<file path="src/rtl/div_timer_pkg.sv">
// Shared types and defaults for the tick-driven down-counting timer.
package div_timer_pkg;

  localparam int unsigned SIZE_DEFAULT = 8;

  typedef enum logic [1:0] {
    ST_IDLE = 2'd0,
    ST_RUN  = 2'd1,
    ST_DONE = 2'd2
  } state_t;

endpackage

</file>
<file path="src/rtl/edge_rise_det.sv">
// Rising-edge detector: one-cycle strobe when d goes 0 -> 1.
// A level held high produces a single strobe.
module edge_rise_det (
  input  logic clk,
  input  logic rst_n,
  input  logic d,
  output logic rise_c
);

  logic d_q;

  // Delay the level by one cycle for edge comparison
  always_ff @(posedge clk or negedge rst_n) begin
    if (!rst_n) d_q <= 1'b0;
    else        d_q <= d;
  end

  assign rise_c = d & ~d_q;

endmodule

</file>
<file path="src/rtl/div_tick_timer.sv">
// Programmable down-counter driven by the upstream terminal-count strobe.
// Counts load_val+1 tick events, then pulses done; one-shot or auto-reload.
module div_tick_timer
  import div_timer_pkg::*;
#(
  parameter int unsigned SIZE = SIZE_DEFAULT
) (
  input  logic            clk,
  input  logic            rst_n,
  input  logic            tc_in,
  input  logic            start,
  input  logic            stop,
  input  logic            clear,
  input  logic            periodic,
  input  logic [SIZE-1:0] load_val,
  output logic [SIZE-1:0] count,
  output logic            running,
  output logic            done,
  output logic            expired
);

  state_t          state_q;
  state_t          state_d;
  logic [SIZE-1:0] count_d;
  logic [SIZE-1:0] reload_q;
  logic [SIZE-1:0] reload_d;
  logic            mode_q;
  logic            mode_d;
  logic            running_d;
  logic            done_d;
  logic            expired_d;
  logic            tick;

  edge_rise_det u_tick_det (
    .clk    (clk),
    .rst_n  (rst_n),
    .d      (tc_in),
    .rise_c (tick)
  );

  // Next-state and next-output decode; priority stop > start > tick > clear
  always_comb begin
    state_d   = state_q;
    count_d   = count;
    reload_d  = reload_q;
    mode_d    = mode_q;
    done_d    = 1'b0;
    expired_d = expired;

    if (stop) begin
      state_d = ST_IDLE;
    end else if (start) begin
      state_d   = ST_RUN;
      count_d   = load_val;
      reload_d  = load_val;
      mode_d    = periodic;
      expired_d = 1'b0;
    end else begin
      case (state_q)
        ST_IDLE: begin
          if (clear) expired_d = 1'b0;
        end
        ST_RUN: begin
          if (tick) begin
            if (count != '0) begin
              count_d = count - SIZE'(1);
            end else if (mode_q) begin
              count_d = reload_q;
              done_d  = 1'b1;
            end else begin
              state_d   = ST_DONE;
              done_d    = 1'b1;
              expired_d = 1'b1;
            end
          end
        end
        ST_DONE: begin
          if (clear) begin
            state_d   = ST_IDLE;
            expired_d = 1'b0;
          end
        end
        default: state_d = ST_IDLE;
      endcase
    end

    running_d = (state_d == ST_RUN);
  end

  // State, counter and captured configuration
  always_ff @(posedge clk or negedge rst_n) begin
    if (!rst_n) begin
      state_q  <= ST_IDLE;
      count    <= '0;
      reload_q <= '0;
      mode_q   <= 1'b0;
      running  <= 1'b0;
    end else begin
      state_q  <= state_d;
      count    <= count_d;
      reload_q <= reload_d;
      mode_q   <= mode_d;
      running  <= running_d;
    end
  end

  // Expiry flags
  always_ff @(posedge clk or negedge rst_n) begin
    if (!rst_n) begin
      done    <= 1'b0;
      expired <= 1'b0;
    end else begin
      done    <= done_d;
      expired <= expired_d;
    end
  end

endmodule

</file>
<file path="config.mk">
export PLATFORM = sky130hd
export DESIGN_NAME = div_tick_timer
export DESIGN_NICKNAME = d
export VERILOG_FILES = /design/src/rtl/div_timer_pkg.sv /design/src/rtl/edge_rise_det.sv /design/src/rtl/div_tick_timer.sv
export SDC_FILE = /design/constraint.sdc
export NUM_CORES = 1
export LEC_CHECK = 0
export ABC_AREA = 1
export CAP_MARGIN = 0
export CORE_MARGIN = 1
export CORE_UTILIZATION = 25
export DETAILED_ROUTE_END_ITERATION = 8
export PLACE_DENSITY = 0.56
export SYNTH_ARGS = -nofsm -noshare
export SYNTH_HDL_FRONTEND = slang
export SYNTH_SLANG_ARGS = --single-unit
export TNS_END_PERCENT = 1
</file>
<file path="constraint.sdc">
create_clock -name clk -period 4.25 [get_ports clk]
set_clock_uncertainty 0.05 [all_clocks]
set_input_delay 0.425 -clock clk [delete_from_list [all_inputs] [get_ports clk]]
set_output_delay 0.425 -clock clk [all_outputs]
set_load 0.1 [all_outputs]
</file>
# Word level (Yosys, flattened, before mapping)
# Index checks and enable logic that the tools add are counted.
dict set report op_classes {
  mux 23
  n_reduce_logical 10
  n_bitwise 3
  add_sub_neg 1
  eq_ne 7
}
# op count
set op_table {}
lappend op_table {{8-bit two-way mux} 5}
lappend op_table {{2-bit two-way mux} 6}
lappend op_table {{1-bit two-way mux} 10}
lappend op_table {{3-bit != test (second input constant)} 3}
lappend op_table {{8-bit nonzero test} 1}
lappend op_table {{8-bit by 1-bit subtractor with 8-bit output (second input constant)} 1}
lappend op_table {{2-bit one-hot mux with 3 select lines} 1}
lappend op_table {{6-bit AND reduction} 1}
lappend op_table {{3-bit nonzero test} 2}
lappend op_table {{2-bit by 1-bit == test with 1-bit output (second input constant)} 2}
lappend op_table {{4-bit AND reduction} 1}
lappend op_table {{2-bit nonzero test} 2}
lappend op_table {{3-bit by 1-bit != test with 1-bit output (second input constant)} 1}
lappend op_table {{2-bit == test (second input constant)} 1}
lappend op_table {{2-bit logical NOT} 1}
lappend op_table {{1-bit NOT} 2}
lappend op_table {{1-bit one-hot mux with 2 select lines} 1}
lappend op_table {{2-bit AND reduction} 1}
lappend op_table {{2-bit OR reduction} 1}
lappend op_table {{1-bit bitwise AND} 1}
dict set report totals {
  input_bits 15
  ff_bits 23
  output_inout_bits 11
}

# Logic depth before layout (Yosys ltp)
dict set report depth {
  word_depth 7
  mapped_depth 10
  ltp_nobuf 10
}

# Hierarchy
# From an unflattened synthesis, not the netlist that was laid out.
dict set report hier_totals {
  hier_cells 174
  hier_area_um2 1358.8
}
# module seq_area_each_um2 area_each_um2 n_inst cells_per_inst
set by_module_without_submodules {}
lappend by_module_without_submodules {div_tick_timer 550.5 1323.8 1 171}
lappend by_module_without_submodules {edge_rise_det 25.0 35.0 1 3}

# Worst setup path before layout
# No wires, ideal clock.
dict set report synth_timing {
  kind {register -> register}
  from {register count[0]}
  to {register count[5]}
  n_path_buf 1
  path_slack_ns 2.076
  path_stages_with_launch 10
  setup_time_ns 0.120
  arrival_time_ns 2.004
  period_less_slack_ns 2.174
  cell_sequence {dfrtp_1 -> inv_1 -> ha_1 -> nand3_4 -> nor2_4 -> buf_6 -> a21oi_1 -> nand2_1 -> nand2_1 -> nand2_1}
}
dict set report synth_via {
  elab_chain_cells 5
}
# item line_no
set synth_lines {}
lappend synth_lines {{start, declared} div_tick_timer.sv:16} ;# output logic [SIZE-1:0] count,
lappend synth_lines {{start signal, assigned} div_tick_timer.sv:100} ;# count <= count_d;
lappend synth_lines {{8-bit by 1-bit subtractor with 8-bit output / 8-bit nonzero test (equally long branches)} {div_tick_timer.sv:66, div_tick_timer.sv:65}}
lappend synth_lines {{8-bit two-way mux} div_tick_timer.sv:65} ;# if (count != '0) begin
lappend synth_lines {{8-bit two-way mux} div_tick_timer.sv:64} ;# if (tick) begin
lappend synth_lines {{8-bit two-way mux} div_tick_timer.sv:59} ;# case (state_q)
lappend synth_lines {{8-bit two-way mux} div_tick_timer.sv:52} ;# end else if (start) begin
# Several ways; a longest one is shown, not always the timed one. The select of a mux whose other input is x is not followed.
# A chain may end at the register's enable or synchronous reset.

# Worst setup path after layout
dict set report layout_timing {
  from {register count[2]}
  to {output port count[2]}
}
# No word-level cell between the ends.

==> flow_metrics.tcl <==
set metrics [dict create \
    status "completed" \
    final_core_utilization_pct 33.0 \
    arrival_ns 1.88 \
    wire_per_inst_um 10.4 \
    drt_iter0_markers 45 \
    grt_pass1_vias 1101 \
    num_antenna_cells 0 \
    synth_top_area_share_pct 41.5 \
    combPwrFrac_pct 45.9 \
    ctsLongestPathBuffers 2 \
    fin_cells 289 \
    post-route-min-period_ns 2.36 \
    regArea_um2 576 \
    dr.pass1.iters 4 \
    dp_cells 285 \
    grt_max_degree 24 \
    portBuffers 25 \
    fillers 590 \
    totalNegativeSetupSlack_ns 0 \
    power_density_mw_per_mm2 449 \
    synth_area_leaders "dfrtp_1 42%, nand2_1 22%, nor2_1 5.7%" \
    path_max_fanout 5 \
    cp_num_buf_inv 1 \
    drc 0 \
    clk_pin_slew_ns 0.08 \
    antenna_left 0 \
    place_area_mm2 0.00168 \
    r2r-end "count[3]" \
    synth_top_area_cell "dfrtp_1" \
    ys_seq_elements 23 \
    finalHoldViolations 0 \
    fmax_mhz 424 \
    antenna_found_initial 0 \
    fp-row-count 26 \
    overflow 0 \
    start_util_pct 26.5 \
    p_sw_mw 0.364 \
    routed_wl_um 3000 \
    clk-insertion-delay-late_ns 0.27 \
    crit_start "count[2]" \
    met1_usage_pct 15.6 \
    die_area_mm2 0.00585 \
    synthesis.area_mm2 0.00139 \
    maxSlewViolCount 0 \
    cts_resized 0 \
    worstHoldPathType "reg -> reg" \
    peakVddDrop_v 0.000221 \
    critPathCapture "count[2]" \
    max_stage_delay_ns 1.17 \
    numCtsBuffers 3 \
    cts_tree "yes" \
    path_delay_family "buffers and inverters" \
    syn_nets 210 \
    drive_above_1_share_pct 10.5 \
    yosysSeqAreaShare_pct 41.5 \
    grt_pass1_wl_um 5310 \
    cts.sinks 23 \
    ctsHoldBuffers 0 \
    cts-root-buf "clkbuf_8" \
    yosys.cell_types.count 23 \
    path_cells "clkdlybuf4s50_1" \
    maxCapViolCount 0 \
    fin_nets 236 \
    fin_crit_sh_pct 55.4 \
    crit_cells 1 \
    clkPwrFrac_pct 17.6 \
    grt_setup_unrepaired "no" \
    r2r_cells 9 \
    setup_violations 0 \
    p_seq_share_pct 36.4 \
    tightest_slew_ns 0.962 \
    end_kind "output pin" \
    reg2reg_from "count[0]" \
    met2_usage_pct 17.7 \
    gp_congestion 0.746 \
    hpwl_um 2230 \
    io_pins 26 \
    p_leak_nw 0.864 \
    syn_to_final_growth_pct 24.8 \
    coreArea_mm2 0.00524 \
    synthCells 194 \
    vias 1162 \
    design_area_mm2 0.00173 \
    chipWidth_um 76.5 \
    synth.avg_cell_area_um2 7.15 \
    gr-usage-all-layers_pct 11.4 \
    use_met3_pct 2.87 \
    viasPerCell 4.02 \
    p_int_mw 0.414 \
    power_mw 0.778 \
    htree_levels 1 \
    rrSetupSlack_ns 2.30 \
    p_sw_share_pct 46.8 \
    top_usage_layer "met2" \
    synth_warnings 0 \
    relSlewSlack_pct 35.6 \
    crit_type "reg -> out" \
    startpoint_type "flip-flop" \
    multi_input_comb_area_um2 681 \
    slowest_stage "clkdlybuf4s50_1" \
    cts_post_setup_buffers_inserted 0 \
    die_h_um 76.5 \
    required_ns 3.77 \
]
==> logic make-up (layout without fill, tap and decap cells) <==
logic type,Yosys count,after routing,share of synthesized area (%)
simple gates,131,131,43.2
flops,23,23,41.5
fa+ha+maj,1,1,0.902
compound gates,10,10,3.70
xor+xnor,2,2,1.26
buf+inv,27,52,9.39
==> cell usage in the layout, fill, tap and decap left out <==
cell,n
nor2_1,21
nor3_1,1
nand4_1,2
ha_1,1
nand3_4,2
inv_1,18
clkdlybuf4s50_1,25
nand3_1,9
nand3b_1,1
o22ai_1,1
nor2_2,3
nand2_4,2
a21oi_1,5
buf_4,1
inv_2,4
nand3_2,1
nand2_2,3
xor2_1,2
nand2_1,83
nor2_4,3
o21ai_0,4
clkbuf_8,3
clkinv_2,1
dfrtp_1,23
==> worst min path at each step <==
stage	startpoint	endpoint	slack (ns)	cells past startpoint
2_1_floorplan	rst_n	count[0]	0.08	0
3_3_place_gp	reload_q[3]	reload_q[3]	0.42	2
3_5_place_dp	reload_q[7]	reload_q[7]	0.42	2
4_1_cts	reload_q[3]	reload_q[3]	0.44	2
5_1_grt	reload_q[1]	reload_q[1]	0.46	2
6_report	reload_q[3]	reload_q[3]	0.43	2
==> per-layer routing <==
| metal | up-vias | part of all wire, % |
|---|---|---|
| met5 | - | 0 |
| met4 | 0 | 1.1 |
| met3 | 4 | 3.8 |
| met2 | 18 | 44 |
| met1 | 501 | 51 |
| li1 | 639 | - |
==> power by group through the flow <==
stage / clock (mW) / combinational [mW] / sequential [mW]
floorplan: 0 / 0.137 / 0.423
global placement: 0 / 0.358 / 0.288
detailed placement: 0 / 0.359 / 0.287
CTS: 0.145 / 0.360 / 0.283
global route: 0.155 / 0.390 / 0.289
finish: 0.137 / 0.357 / 0.283
==> worst reg2reg max path, stage by stage (launching register included) <==
cell     delay [ns]
dfrtp_1        0.42
inv_1          0.15
ha_1           0.28
nand3_4        0.11
nor2_4         0.32
inv_1          0.21
nand2_1        0.13
nand3_1        0.07
nand2_1        0.08
nand2_1        0.04
==> metrics by stage <==
stage | worst slack, ns | hold slack [ns]
floorplan | 2.08 | 0.0794
detailed placement | 2.14 | 0.420
CTS | 1.89 | 0.442
global route | 1.83 | 0.457
global placement | 2.18 | 0.418
finish | 1.89 | 0.434
==> cell usage after synthesis, drive strengths merged <==
library cell  instances
inv                  22
nand3b                1
dfrtp                23
xor2                  2
nand2                88
o21ai                 4
buf                   5
ha                    1
a21oi                 5
nor2                 27
nor3                  1
nand4                 2
o22ai                 1
nand3                12
==> flip-flops by register name (all words and copies together) (netlist names) <==
name / cells
count: 8
done: 1
expired: 1
mode_q: 1
reload_q: 8
running: 1
state_q: 2
u_tick_det.d_q: 1
==> layout make-up <==
| type | count | area share, % |
|---|---|---|
| Clock buffer | 3 | 2.39 |
| Clock inverter | 1 | 0.289 |
| Inverter | 22 | 4.77 |
| Multi-Input combinational cell | 144 | 39.3 |
| Sequential cell | 23 | 33.3 |
| Tap cell | 70 | 5.06 |
| Timing Repair Buffer | 26 | 14.9 |
No activity file was read; power rests on OpenSTA's default activity.
